$ cat config.mk
export PLATFORM = sky130hd
export DESIGN_NAME = mod_writeback_rf
export DESIGN_NICKNAME = d
export VERILOG_FILES = /design/src/rtl/mod_writeback_rf.sv
export SDC_FILE = /design/constraint.sdc
export NUM_CORES = 2
export LEC_CHECK = 0
export BUFFER_PORTS_ARGS = -buffer_cell sky130_fd_sc_hd__buf_4
export CAP_MARGIN = 10
export CORE_ASPECT_RATIO = 1.25
export CORE_UTILIZATION = 28
export DETAILED_ROUTE_END_ITERATION = 7
export PLACE_DENSITY = 0.41
export SYNTH_ARGS = -nofsm -noshare
export SYNTH_HDL_FRONTEND = slang
export SYNTH_SLANG_ARGS = --single-unit
$ cat constraint.sdc
create_clock -name clk -period 37.8 [get_ports clk]
set_input_delay 7.56 -clock clk [delete_from_list [all_inputs] [get_ports clk]]
set_output_delay 7.56 -clock clk [all_outputs]
set_load 0.02 [all_outputs]
$ cat src/rtl/mod_writeback_rf.sv
// Writeback stage with integrated registered register file, busy scoreboard and retire counter.
// Latency: register write visible one cycle after transfer, zero cycles through the read bypass.
// Backpressure: ex_ready is high only in IDLE; a store stalls EX until st_ack, sim_end halts forever.
//
// Ports:
//   clk, reset                        clock, asynchronous active-high reset
//   ex_valid/ex_ready                 EX result handshake (transfer = ex_valid & ex_ready)
//   ex_dst{0,1}_en/ex_dst{0,1}/ex_data{0,1}
//                                     up to two register writes per instruction, dst1 wins on collision
//   ex_is_store, ex_sim_end           store (held until st_ack), last instruction of the program
//   st_req/st_ack                     store commit handshake with the memory stage
//   rd_idx_{a,b}/rd_data_{a,b}        combinational read ports with same-cycle write bypass
//   busy_set_en/busy_set_idx, busy    scoreboard: decode sets, writeback clears, set wins
//   retire_count, sim_done            retired instruction count, halted after sim_end retires
module mod_writeback_rf #(
   parameter int DATA_W    = 64,
   parameter int NUM_REGS  = 16,
   parameter int REG_IDX_W = 4,
   parameter int CNT_W     = 32
) (
   input  logic                 clk,
   input  logic                 reset,
   input  logic                 ex_valid,
   output logic                 ex_ready,
   input  logic                 ex_dst0_en,
   input  logic [REG_IDX_W-1:0] ex_dst0,
   input  logic [DATA_W-1:0]    ex_data0,
   input  logic                 ex_dst1_en,
   input  logic [REG_IDX_W-1:0] ex_dst1,
   input  logic [DATA_W-1:0]    ex_data1,
   input  logic                 ex_is_store,
   input  logic                 ex_sim_end,
   output logic                 st_req,
   input  logic                 st_ack,
   input  logic [REG_IDX_W-1:0] rd_idx_a,
   output logic [DATA_W-1:0]    rd_data_a,
   input  logic [REG_IDX_W-1:0] rd_idx_b,
   output logic [DATA_W-1:0]    rd_data_b,
   input  logic                 busy_set_en,
   input  logic [REG_IDX_W-1:0] busy_set_idx,
   output logic [NUM_REGS-1:0]  busy,
   output logic [CNT_W-1:0]     retire_count,
   output logic                 sim_done
);

   typedef enum logic [1:0] {
      S_IDLE    = 2'd0,
      S_WAIT_ST = 2'd1,
      S_HALTED  = 2'd2
   } state_t;

   state_t              state_q, state_d;
   logic                end_q, end_d;
   logic [CNT_W-1:0]    retire_q, retire_d;
   logic [NUM_REGS-1:0] busy_q, busy_d;
   logic [DATA_W-1:0]   rf_q [NUM_REGS];
   logic [DATA_W-1:0]   rf_d [NUM_REGS];

   logic xfer;
   logic wr0, wr1;
   logic retire_en;

   // ex_ready is only high in IDLE, so every write/bypass below is implicitly IDLE-only.
   assign xfer      = ex_valid & ex_ready;
   assign wr0       = xfer & ~ex_is_store & ex_dst0_en;
   assign wr1       = xfer & ~ex_is_store & ex_dst1_en;
   assign retire_en = (xfer & ~ex_is_store) | ((state_q == S_WAIT_ST) & st_ack);

   // ---------------- FSM: state register ----------------
   always_ff @(posedge clk or posedge reset) begin
      if (reset) begin
         state_q <= S_IDLE;
      end else begin
         state_q <= state_d;
      end
   end

   // ---------------- FSM: next state ----------------
   always_comb begin
      state_d = state_q;
      case (state_q)
         S_IDLE: begin
            if (xfer) begin
               if (ex_is_store)     state_d = S_WAIT_ST;
               else if (ex_sim_end) state_d = S_HALTED;
            end
         end
         S_WAIT_ST: begin
            if (st_ack) state_d = end_q ? S_HALTED : S_IDLE;
         end
         S_HALTED: state_d = S_HALTED;
         default:  state_d = S_IDLE;
      endcase
   end

   // ---------------- FSM: outputs ----------------
   always_comb begin
      ex_ready = 1'b0;
      st_req   = 1'b0;
      sim_done = 1'b0;
      case (state_q)
         S_IDLE:    ex_ready = 1'b1;
         S_WAIT_ST: st_req   = 1'b1;
         S_HALTED:  sim_done = 1'b1;
         default:   ex_ready = 1'b0;
      endcase
   end

   // ---------------- datapath next state ----------------
   always_comb begin
      end_d    = end_q;
      retire_d = retire_q;
      if (xfer && ex_is_store) end_d = ex_sim_end;
      if (retire_en)           retire_d = retire_q + CNT_W'(1);
   end

   // Out-of-range indices match no entry, so writes and busy sets to them drop out naturally.
   // dst1 is applied after dst0 so it wins when both target the same register.
   always_comb begin
      for (int i = 0; i < NUM_REGS; i++) begin
         rf_d[i] = rf_q[i];
         if (wr0 && (ex_dst0 == REG_IDX_W'(i))) rf_d[i] = ex_data0;
         if (wr1 && (ex_dst1 == REG_IDX_W'(i))) rf_d[i] = ex_data1;
      end
   end

   // Set beats clear so a re-issued producer stays pending past the older writeback.
   always_comb begin
      busy_d = busy_q;
      for (int i = 0; i < NUM_REGS; i++) begin
         if ((wr0 && (ex_dst0 == REG_IDX_W'(i))) || (wr1 && (ex_dst1 == REG_IDX_W'(i))))
            busy_d[i] = 1'b0;
         if (busy_set_en && (busy_set_idx == REG_IDX_W'(i)))
            busy_d[i] = 1'b1;
      end
   end

   always_ff @(posedge clk or posedge reset) begin
      if (reset) begin
         end_q    <= 1'b0;
         retire_q <= '0;
         busy_q   <= '0;
         for (int i = 0; i < NUM_REGS; i++) rf_q[i] <= '0;
      end else begin
         end_q    <= end_d;
         retire_q <= retire_d;
         busy_q   <= busy_d;
         for (int i = 0; i < NUM_REGS; i++) rf_q[i] <= rf_d[i];
      end
   end

   // ---------------- read ports with write bypass ----------------
   always_comb begin
      rd_data_a = '0;
      if (int'(rd_idx_a) < NUM_REGS) begin
         if (wr1 && (ex_dst1 == rd_idx_a))      rd_data_a = ex_data1;
         else if (wr0 && (ex_dst0 == rd_idx_a)) rd_data_a = ex_data0;
         else                                   rd_data_a = rf_q[rd_idx_a];
      end
   end

   always_comb begin
      rd_data_b = '0;
      if (int'(rd_idx_b) < NUM_REGS) begin
         if (wr1 && (ex_dst1 == rd_idx_b))      rd_data_b = ex_data1;
         else if (wr0 && (ex_dst0 == rd_idx_b)) rd_data_b = ex_data0;
         else                                   rd_data_b = rf_q[rd_idx_b];
      end
   end

   assign busy         = busy_q;
   assign retire_count = retire_q;

endmodule

* After elaboration in Yosys (flattened, before gate mapping) *
Index checks and enable logic that the tools add are counted.

storage, ports and cells
  flip-flop bits (word level) = 1075
  input bits = 157
  logic and storage cells = 290

operators by class
  add/sub/neg operators = 1
  order comparisons = 2
  bitwise gates (word level) = 9
  reduce and logical (&&, ||, !) cells = 106
  mux-type cells = 83
  equal/unequal tests = 54

operators by type and width
  operator                                                                number
  64-bit 2-to-1 mux                                                       40
  64-bit binary-select mux with 4-bit select                              2
  4-bit equality test (second input constant)                             24
  2-bit nonzero test                                                      32
  1-bit logical AND                                                       53
  4-bit by 3-bit equality test with 1-bit output (second input constant)  12
  1-bit 2-to-1 mux                                                        35
  32-bit by 1-bit adder with 32-bit output (second input constant)        1
  4-bit by 2-bit equality test with 1-bit output (second input constant)  6
  4-bit equality test                                                     4
  1-bit logical OR                                                        16
  4-bit by 1-bit equality test with 1-bit output (second input constant)  3
  4-bit zero test                                                         3
  5-bit >= comparator (second input constant)                             2
  2-bit 2-to-1 mux                                                        5
  4-bit NOT with 5-bit output                                             2
  2-bit case mux with 3 select lines                                      1
  1-bit AND                                                               5
  2-bit inequality test (second input constant)                           2
  3-bit inequality test (second input constant)                           1
  3-bit AND reduction                                                     1
  2-bit by 1-bit equality test with 1-bit output (second input constant)  1
  2-bit equality test (second input constant)                             1
  2-bit zero test                                                         1
  2 further kinds                                                         2

* Logic depth before layout (Yosys ltp) *
  word-level depth = 9
  depth in mapped cells = 9
  mapped depth without buffers = 6

* Least setup slack after synthesis *
Ideal clock, no wire load.

  path kind = input port to output port
  start = input rd_idx_b[0]
  end = output rd_data_b[44]
  setup slack = 20.598 ns
  cell stages on the path = 7
  data required time = 30.240 ns
  arrival time = 9.642 ns
  cells stage by stage = clkbuf_1 > buf_1 > buf_2 > mux4_2 > a22oi_1 > nand2_1 > a221o_1

on the way
  word-level cells in the longest chain between the ends = 6

RTL lines
  what                                                   RTL line  text
  from (decl)                                            37        input logic [REG_IDX_W-1:0] rd_idx_b,
  4-bit NOT with 5-bit output (not written as such)      167       else rd_data_b = rf_q[rd_idx_b];
  64-bit binary-select mux with 4-bit select             167
  64-bit 2-to-1 mux (not written as such) (2 in series)  167
  64-bit 2-to-1 mux                                      166       else if (wr0 && (ex_dst0 == rd_idx_b)) rd_data_b = ex_data0;
  64-bit 2-to-1 mux (*)                                  165       if (wr1 && (ex_dst1 == rd_idx_b)) rd_data_b = ex_data1;
  to (decl)                                              38        output logic [DATA_W-1:0] rd_data_b,

Mark *: on every way between the ends. The rest lies on a longest branch, timed or not. The select of a mux whose other input is x is not followed.

* Final worst setup path *
  start = input rd_idx_b[0]
  end = output rd_data_b[6]

The elaborated chain is that of the path after synthesis.

==> flow_summary.ini <==
[clock_tree]
postCtsResizedCells = 0
clock_insertion_delay_worst_skew_ns = 0.83
cts_post_setup_buffers_inserted = 0
clk_transition_reported_paths_ns = 0.05
cts_h_tree_depth = 4
post_cts_hold_buffer_count = 0
cts.sink_count = 1075
cts-root-buf = clkbuf_16
ctsLongestPathBuffers = 4
tritoncts = built
numCtsBuffers = 142

[yosys]
synthesis.area_um2 = 66600
synth_async_sr_flop_share = 1.00
synth_edf_count = 0
ys_ff_latch = 1075
synth_fp_nets = 6849
syn_inst = 6691
netlist-cell-type-count = 46
yosys_warnings = 0
dominant_register_cell_in_the_synthesized_netlist = dfrtp_1
synth_top_cell_area_share = 0.404
synthTopCellsByCount = dfrtp_1, nor2_1, nand2_1
synthTopCellsByArea = dfrtp_1, mux4_2, mux2i_1
synth_most_common_cell = dfrtp_1
synth_area_leader_cell = dfrtp_1
synth_area_per_cell_um2 = 9.96
synth.yosys.seq_area_share = 0.404

[route]
drt_pass1_iterations = 6
ant_nets = 0
drc = 0
wl_per_cell_um = 32.9
dr_total_vias = 56100
wl_met3_um = 19800
wl_um = 317000
avgViaCountPerCell = 5.81
drt-met1-wl_um = 127000
highest_signal_layer_in_the_routed_design = met5
iter_0_drt_violations = 6001
wl_met2_um = 157000

[critical_path]
rr_startpoint = state_q[1]
timing.critical_path.arrival_ns = 12.04
reg2reg_slack_ns = 33.47
start_kind = input port
crit_path_start = rd_idx_b[0]
cp_max_fo = 53
worstSetupPathType = input port to output pin
worst_setup_path_end_kind = output pin
rr_worst_depth = 6
r2r-end = rf_q[592]
cp_data_required_time_ns = 30.24

[sta]
max_freq_mhz = 51.0
layout_min_cycle_time_ns = 19.60
min_period_over_period = 0.518
final.setup_skew_ns = 0.0458
setup_viol_count_final = 0
pin_slew_with_the_least_headroom_to_its_limit_ns = 1.28
finalSetupTns_ns = 0
grt_setup_unrepaired = no
fin_worst_hold_slack_ns = 0.475
hold_viol = 0
timing_max_transition_violations_final = 0
worst_relative_slew_slack = 0.148

[placed_design]
dpl_cell_area_um2 = 70900
hpwl_um = 172000
globalplace.congestion = 0.787
io_port_bufs = 335

[grt]
globalRouteTotalUtil = 0.259
pin_count_of_the_biggest_net_entering_global_routing = 130
gr-total-overflow = 0
grt_first_pass_wirelength_um = 445000
antenna_found_initial = 12
grt_pass1_vias = 55300

[floorplan]
placementRows = 199
io-pin-count = 336
initial_utilization = 0.283
design.core.area_um2 = 236000
design.die.area_um2 = 240000
die-width_um = 438
die_h_um = 547

[pwr]
vdd_ir_drop_max_mv = 0.0327
report.power.total_mw = 4.79
pwr_cell_area_nw_per_um2 = 63.5
power.static_leakage_nw = 34.8

[layout]
num-nets-final = 6592
n_fill_cell = 23900
area_of_the_multi_input_gates_um2 = 36500
final_layout_size_suffix_gt1_frac = 0.190
flow.area_growth_from_synthesis_pct = 13.2
final-seq-area_um2 = 26900
finalInstanceArea_um2 = 75400

[flow_run]
max_cap_viol_count = 0

[hold_path]
hold_depth = 1
min-delay-start = retire_count[31]
hp-class = register to register
holdPathEnd = retire_count[31]

[outcome]
run_status = completed
## how the worst max path moves through the flow
stage,end
floorplan,busy[0]
global placement,rd_data_b[6]
detailed placement,rd_data_b[6]
CTS,rd_data_b[6]
global route,rd_data_b[6]
finish,rd_data_b[6]
## cells by family after synthesis
group | share of synthesized area
simple gates | 0.120
compound gates | 0.146
mux | 0.270
flops | 0.404
buf+inv | 0.0542
xor+xnor | 0.00618
fa+ha+maj | 0.000188
## report_power, final
part / switching [mW] / total [mW] / internal [mW]
sequential: 0.348 / 1.93 / 1.58
clock: 0.574 / 1.38 / 0.803
combinational: 0.683 / 1.48 / 0.797
total: 1.60 / 4.79 / 3.19
## state kept, by name, summed over array words and instances (netlist names)
| signal | flops |
|---|---|
| busy | 16 |
| rf_q | 1024 |
| end_q | 1 |
| state_q | 2 |
| retire_count | 32 |
## final cells by class
class	instances	area share
antenna	6	0.000199
clock buffer	201	0.0534
clock inverter	40	0.00637
inverter	7	0.000398
multi-input combinational	4742	0.483
sequential	1075	0.357
tap	3115	0.0517
timing repair buffer	466	0.0478
## per-stage QoR
step / setup WS [ns] / instances / utilization
2_1_floorplan: 15.41 / 6691 / -
3_5_place_dp: 18.11 / 9405 / 0.301
4_1_cts: 18.10 / 9646 / 0.320
6_report: 18.20 / 9652 / 0.320
5_1_grt: 17.89 / 9650 / 0.320
3_3_place_gp: 18.13 / 9405 / 0.301
## cell usage in the layout, fill, tap and decap left out, drive strengths merged, types with 201 or more instances in the layout
cell type,instances
nor2,1042
mux4,512
mux2i,640
clkbuf,201
nand2,830
a31oi,385
dfrtp,1075
a21oi,641
a22oi,256
buf,466
## critical path: stages
cell and delay (ns):
buf_8 0.43, buf_4 0.63, buf_4 0.70, buf_4 0.79
mux4_2 0.60, a22oi_1 0.30, a211oi_1 0.21, a221o_1 0.40
buf_4 0.19
## per-layer routing
metal	vias up	global-route usage
met5	-	0
met4	8	0.0993
met3	583	0.0385
met2	2522	0.442
met1	29100	0.328
li1	23900	-
Note: power is estimated with default switching activity, not from simulation.
